## src/rtl/wb_regfile_if.sv

```systemverilog
// Write-back stage bundle: retiring MEM/WB slot, ID-stage read ports,
// forwarding outputs and retirement status.
interface wb_regfile_if #(
    parameter int RETIRE_W = 32
);
    logic                valid_in;
    logic [31:0]         LMD_in;
    logic [31:0]         ALU_output_in;
    logic [31:0]         IR_in;
    logic [4:0]          rs1_addr;
    logic [4:0]          rs2_addr;
    logic [31:0]         rs1_data;
    logic [31:0]         rs2_data;
    logic                wb_en_out;
    logic [4:0]          wb_addr_out;
    logic [31:0]         wb_data_out;
    logic                halted;
    logic [RETIRE_W-1:0] retired_count;

    modport master (
        output valid_in, LMD_in, ALU_output_in, IR_in, rs1_addr, rs2_addr,
        input  rs1_data, rs2_data, wb_en_out, wb_addr_out, wb_data_out,
               halted, retired_count
    );

    modport slave (
        input  valid_in, LMD_in, ALU_output_in, IR_in, rs1_addr, rs2_addr,
        output rs1_data, rs2_data, wb_en_out, wb_addr_out, wb_data_out,
               halted, retired_count
    );
endinterface

```

## src/rtl/wb_regfile.sv

```systemverilog
// Write-back stage with 32x32 register file, write-first read bypass,
// HLT-driven RUN/HALTED state machine and retired-instruction counter.
module wb_regfile #(
    parameter int RETIRE_W = 32
) (
    input logic          clk,
    input logic          rst,
    wb_regfile_if.slave  bus
);
    typedef enum logic {ST_RUN, ST_HALTED} state_t;
    typedef enum logic [1:0] {CL_NONE, CL_RALU, CL_IALU, CL_LOAD} wb_class_t;

    localparam logic [5:0] OP_ADD   = 6'b000000;
    localparam logic [5:0] OP_SUB   = 6'b000001;
    localparam logic [5:0] OP_AND   = 6'b000010;
    localparam logic [5:0] OP_OR    = 6'b000011;
    localparam logic [5:0] OP_SLT   = 6'b000100;
    localparam logic [5:0] OP_MUL   = 6'b000101;
    localparam logic [5:0] OP_LW    = 6'b001000;
    localparam logic [5:0] OP_ADDI  = 6'b001010;
    localparam logic [5:0] OP_SUBI  = 6'b001011;
    localparam logic [5:0] OP_SLTI  = 6'b001100;
    localparam logic [5:0] OP_HLT   = 6'b111111;

    state_t              state_q;
    logic                halted_q;
    logic [RETIRE_W-1:0] count_q;
    logic [31:0]         regs [32];

    logic [5:0]  opcode;
    wb_class_t   wb_class;
    logic [4:0]  dest;
    logic [31:0] wr_data;
    logic        wb_en;
    logic [4:0]  wb_addr;
    logic [31:0] wb_data;
    logic        unused_ir;

    assign opcode    = bus.IR_in[31:26];
    assign unused_ir = ^{bus.IR_in[25:21], bus.IR_in[10:0]};

    // NOTE: every signal written here gets a default first so no latch is inferred.
    always_comb begin
        wb_class = CL_NONE;
        dest     = '0;
        wr_data  = '0;
        case (opcode)
            OP_ADD, OP_SUB, OP_AND, OP_OR, OP_SLT, OP_MUL: wb_class = CL_RALU;
            OP_ADDI, OP_SUBI, OP_SLTI:                     wb_class = CL_IALU;
            OP_LW:                                         wb_class = CL_LOAD;
            default:                                       wb_class = CL_NONE;
        endcase
        case (wb_class)
            CL_RALU: begin
                dest    = bus.IR_in[15:11];
                wr_data = bus.ALU_output_in;
            end
            CL_IALU: begin
                dest    = bus.IR_in[20:16];
                wr_data = bus.ALU_output_in;
            end
            CL_LOAD: begin
                dest    = bus.IR_in[20:16];
                wr_data = bus.LMD_in;
            end
            default: ;
        endcase
    end

    // r0 is excluded here, so it can never be written and needs no special read path
    assign wb_en   = bus.valid_in && (state_q == ST_RUN) && (wb_class != CL_NONE)
                     && (dest != 5'd0) && !rst;
    assign wb_addr = wb_en ? dest    : 5'd0;
    assign wb_data = wb_en ? wr_data : 32'd0;

    assign bus.wb_en_out   = wb_en;
    assign bus.wb_addr_out = wb_addr;
    assign bus.wb_data_out = wb_data;

    assign bus.rs1_data = (bus.rs1_addr == 5'd0)                 ? 32'd0   :
                          (wb_en && bus.rs1_addr == wb_addr)     ? wb_data :
                                                                   regs[bus.rs1_addr];
    assign bus.rs2_data = (bus.rs2_addr == 5'd0)                 ? 32'd0   :
                          (wb_en && bus.rs2_addr == wb_addr)     ? wb_data :
                                                                   regs[bus.rs2_addr];

    // NOTE: the register array is reset explicitly because reads after reset must return 0.
    always_ff @(posedge clk) begin
        if (rst) begin
            for (int i = 0; i < 32; i++) begin
                regs[i] <= '0;
            end
        end else if (wb_en) begin
            regs[wb_addr] <= wb_data;
        end
    end

    // NOTE: sequential state uses non-blocking assignments so all flops update together.
    always_ff @(posedge clk) begin
        if (rst) begin
            state_q  <= ST_RUN;
            halted_q <= 1'b0;
            count_q  <= '0;
        end else begin
            case (state_q)
                ST_RUN: begin
                    if (bus.valid_in) begin
                        count_q <= count_q + RETIRE_W'(1);
                        if (opcode == OP_HLT) begin
                            state_q  <= ST_HALTED;
                            halted_q <= 1'b1;
                        end
                    end
                end
                default: ;
            endcase
        end
    end

    assign bus.halted        = halted_q;
    assign bus.retired_count = count_q;
endmodule

```

## src/flat_wrapper.sv

```systemverilog
// flat-port wrapper written by rule: the top's interface ports become plain ports
module wb_regfile_flat 
#(
    parameter int RETIRE_W = 32
)
  (clk, rst, bus_valid_in, bus_LMD_in, bus_ALU_output_in, bus_IR_in, bus_rs1_addr, bus_rs2_addr, bus_rs1_data, bus_rs2_data, bus_wb_en_out, bus_wb_addr_out, bus_wb_data_out, bus_halted, bus_retired_count);
  wb_regfile_if #(.RETIRE_W(RETIRE_W)) bus_i ();
  input logic clk;
  input logic rst;
  input wire logic [$bits(bus_i.valid_in)-1:0] bus_valid_in;
  input wire logic [$bits(bus_i.LMD_in)-1:0] bus_LMD_in;
  input wire logic [$bits(bus_i.ALU_output_in)-1:0] bus_ALU_output_in;
  input wire logic [$bits(bus_i.IR_in)-1:0] bus_IR_in;
  input wire logic [$bits(bus_i.rs1_addr)-1:0] bus_rs1_addr;
  input wire logic [$bits(bus_i.rs2_addr)-1:0] bus_rs2_addr;
  output wire logic [$bits(bus_i.rs1_data)-1:0] bus_rs1_data;
  output wire logic [$bits(bus_i.rs2_data)-1:0] bus_rs2_data;
  output wire logic [$bits(bus_i.wb_en_out)-1:0] bus_wb_en_out;
  output wire logic [$bits(bus_i.wb_addr_out)-1:0] bus_wb_addr_out;
  output wire logic [$bits(bus_i.wb_data_out)-1:0] bus_wb_data_out;
  output wire logic [$bits(bus_i.halted)-1:0] bus_halted;
  output wire logic [$bits(bus_i.retired_count)-1:0] bus_retired_count;
  assign bus_i.valid_in = bus_valid_in;
  assign bus_i.LMD_in = bus_LMD_in;
  assign bus_i.ALU_output_in = bus_ALU_output_in;
  assign bus_i.IR_in = bus_IR_in;
  assign bus_i.rs1_addr = bus_rs1_addr;
  assign bus_i.rs2_addr = bus_rs2_addr;
  assign bus_rs1_data = bus_i.rs1_data;
  assign bus_rs2_data = bus_i.rs2_data;
  assign bus_wb_en_out = bus_i.wb_en_out;
  assign bus_wb_addr_out = bus_i.wb_addr_out;
  assign bus_wb_data_out = bus_i.wb_data_out;
  assign bus_halted = bus_i.halted;
  assign bus_retired_count = bus_i.retired_count;
  wb_regfile #(.RETIRE_W(RETIRE_W)) u_core (.clk(clk), .rst(rst), .bus(bus_i));
endmodule
```

## config.mk

```make
export PLATFORM = sky130hd
export DESIGN_NAME = wb_regfile_flat
export DESIGN_NICKNAME = d
export VERILOG_FILES = /design/src/rtl/wb_regfile_if.sv /design/src/rtl/wb_regfile.sv /design/src/flat_wrapper.sv
export SDC_FILE = /design/constraint.sdc
export NUM_CORES = 2
export LEC_CHECK = 0
export ABC_AREA = 1
export BUFFER_PORTS_ARGS = -buffer_cell sky130_fd_sc_hd__buf_2
export CAP_MARGIN = 10
export CELL_PAD_IN_SITES_DETAIL_PLACEMENT = 0
export CELL_PAD_IN_SITES_GLOBAL_PLACEMENT = 2
export CORE_MARGIN = 2
export CORE_UTILIZATION = 30
export DETAILED_ROUTE_END_ITERATION = 7
export PLACE_DENSITY_LB_ADDON = 0.1
export SLEW_MARGIN = 20
export SYNTH_ARGS = -nofsm -noshare
export SYNTH_HDL_FRONTEND = slang
export SYNTH_SLANG_ARGS = --single-unit
```

## constraint.sdc

```tcl
create_clock -name clk -period 8.1 [get_ports clk]
set_input_delay 1.215 -clock clk [delete_from_list [all_inputs] [get_ports clk]]
set_output_delay 1.215 -clock clk [all_outputs]
set_load 0.03 [all_outputs]
```

==> flow_summary.toml <==
[run_status]
status = "complete, no violations"

[place]
gp_congestion = 0.834
place_hpwl_um = 173000
dp_slack_ps = 1400
io_buffers = 227
dp_cells = 9612
placed_cell_area_sq_um = 62400

[synth]
synth_area_sq_um = 58600
synthXorXnorAreaFrac_pct = 0.134
synth.most_common_cell = "nand2_1"
synth_top_area_share_pct = 52.5
ys_seq_elements = 1058
yosys_warnings = 0
ys_seq_area_share_pct = 53.6
syn_avg_cell_area_sq_um = 8.04
synth_compound_area_share_pct = 8.65
netlist_top_cells_count = "nand2_1, nand3_1, nor2_1"
synth_top_family_by_area = "simple AND/OR/NAND/NOR gates"
synthMuxAreaShare_pct = 0
synth_ff_type = "edfxtp_1"
synth_fa_ha_area_share_pct = 0.107
syn_inst = 7292
synthTopCellsByArea = "edfxtp_1, nand2_1, nand3_1"
synth.largest_area_cell = "edfxtp_1"
ys_async_sr_fraction_pct = 0
synth_edf_count = 1024
synth.distinct_cells = 39
yosys.area_share.simple_pct = 31.8

[cts]
htreeDepth = 4
cts_buffers = 140
clock_latency_ps = 810
cts_buffer_depth = 3
postCtsResizedCells = 0
clock-sinks = 1058
path_clk_slew_ps = 50
post_cts_buffers = 0
cts-hold-fix-buffers = 0
cts_root_buffer = "clkbuf_16"
cts_tree = "built"

[setup_path]
criticalPathCategory = "input pin to primary output"
cpPeakStageDelay_ps = 660
path_common_cell = "nand2_1"
cp_slowest_cell = "nand3_4"
startpoint_type = "input pin"
end_kind = "primary output"
arrival_ps = 5460
required_ps = 6880
worst-path-buf-inv = 4
path_cells = "buf_2, nand2_1, o21ai_0, nor4_1, inv_1, ha_1, nand2_1, nand2_1, nand2_1, nand2_1, nor2_4, nand2_4, nand2_4, nor2_1, nand3_4, buf_4, nor3_1, nor2_1, buf_2"
crit_fanout = 56
crit_family = "simple AND/OR/NAND/NOR gates"

[routing]
drtAntennaViolNets = 0
viasPerCell = 5.49
firstDrtPassIters = 5
drtIter0Drc = 5321
vias = 54200
wl_um = 287000
drc_errors = 0
avgRoutedWirePerCell_um = 29.1

[floorplan]
dieArea_sq_um = 199000
die_h_um = 446
initial_utilization_pct = 30.1
rows = 162
io_pins = 244
die_x_um = 446
core_area_sq_um = 195000

[sta]
hold_viol_final = 0
setup_tns_ps = 0
rsz0062_at_grt = "no"
layout_setup_ws_ps = 1420
layout_worst_path_cycle_share_pct = 82.4
maxSlewViolCount = 0
whs_ps = 450
worstMarginPinSlew_ps = 1160
post-route-min-period_ps = 6680
skew_ps = 27.0
setup_viol = 0
max-slew-margin-rel_pct = 22.4
fmax_ghz = 0.150

[power_and_ir_drop]
total_power_mw = 14.2
power_density_nw_per_um2 = 212
total_leakage_power_nw = 24.2
ir_worst_vdd_uv = 156

[cells_and_area]
postLayoutCoreUtil_pct = 34.3
final.fill_count = 20300
area_delta_synth_final_pct = 14.0
drive_gt1_share_pct = 9.55
layout.nets = 7326
regArea_sq_um = 31400
multi_input_area_sq_um = 24200
stdcell_area_sq_um = 66800
final_cells = 9866

[global_route]
grt_start_max_net_pins = 162
first_global_vias = 52500
gr-total-overflow = 0
antenna_found_initial = 4
grt_pass1_wl_um = 403000
grt_usage_pct = 28.4

[worst_hold_path]
hold_path.class = "flip-flop to flip-flop"

[flow_run]
cap_violations = 0
flip-flops by register name, summed over array words and instances (netlist names):
| register | flops |
|---|---|
| u_core.state_q | 1 |
| u_core.bus.retired_count | 32 |
| u_core.bus.halted | 1 |
| u_core.regs | 1024 |
power by group:
group	switching, mW	internal (mW)
Sequential	0.104	6.20
Clock	2.55	3.58
Combinational	1.33	0.432
Total	3.98	10.2
metal layers:
layer | part of all wire, % | vias up | track usage, %
met2 | 48 | 2082 | 47.7
met4 | 5.8 | 2 | 15.3
li1 | - | 24700 | -
met3 | 5.1 | 487 | 2.81
met5 | 0.0052 | - | 0
met1 | 41 | 27000 | 35.8
cell usage in the layout, fill, tap and decap left out, drive strengths merged:
master / n
o21a: 3
edfxtp: 1024
xor2: 7
diode: 4
nand3: 1344
nor4: 4
nor2: 1179
and3: 1
xnor2: 2
nand3b: 1
nor3: 54
a221oi: 1
buf: 421
o21ai: 194
nand4: 16
inv: 174
ha: 5
a211oi: 4
nor3b: 4
clkinv: 53
o211ai: 4
o31ai: 1
nand2: 1861
conb: 32
a21oi: 503
a31oi: 7
clkbuf: 187
bufinv: 7
clkinvlp: 2
o21bai: 31
dfxtp: 34
a22oi: 160
kinds of logic (layout without fill, tap and decap cells):
group | after synthesis | after routing
xor gates and xnor gates | 9 | 9
other | 1 | 36
AOI/OAI and AO/OA | 908 | 908
DFF | 1058 | 1058
and+or+nand+nor | 4464 | 4464
buffers and inverters | 847 | 844
adders and majority gates | 5 | 5
area by class of cell:
type / instances / share of cell area, %
Inverter: 173 / 1.04
Tap cell: 2542 / 4.76
Timing Repair Buffer: 421 / 4.42
Clock inverter: 63 / 0.719
Clock buffer: 187 / 5.82
Antenna cell: 4 / 0.0150
Sequential cell: 1058 / 47.0
Multi-Input combinational cell: 5418 / 36.2
worst reg2reg max path, stage by stage (launching register included):
cell and delay (ps):
dfxtp_1 330, nor2_4 260, inv_2 180, nor3_4 380
nand2_4 460, nor2_2 340, nor2_1 80, buf_4 190
nand2_2 70, buf_4 590, nand2_2 720, buf_4 480
final timing paths:
check	slack (ps)	to	cells after the start	from
hold reg to reg	450	u_core.bus.halted$_SDFFE_PP0P_	2	u_core.bus.halted$_SDFFE_PP0P_
setup reg to reg	3700	u_core.regs[24][26]$_SDFFCE_PN0P_	11	u_core.state_q$_SDFF_PP0_
setup / recovery	1420	bus_rs2_data[9]	19	bus_IR_in[27]
hold / removal	450	u_core.bus.halted$_SDFFE_PP0P_	2	u_core.bus.halted$_SDFFE_PP0P_
(Power assumes the default switching activity.)
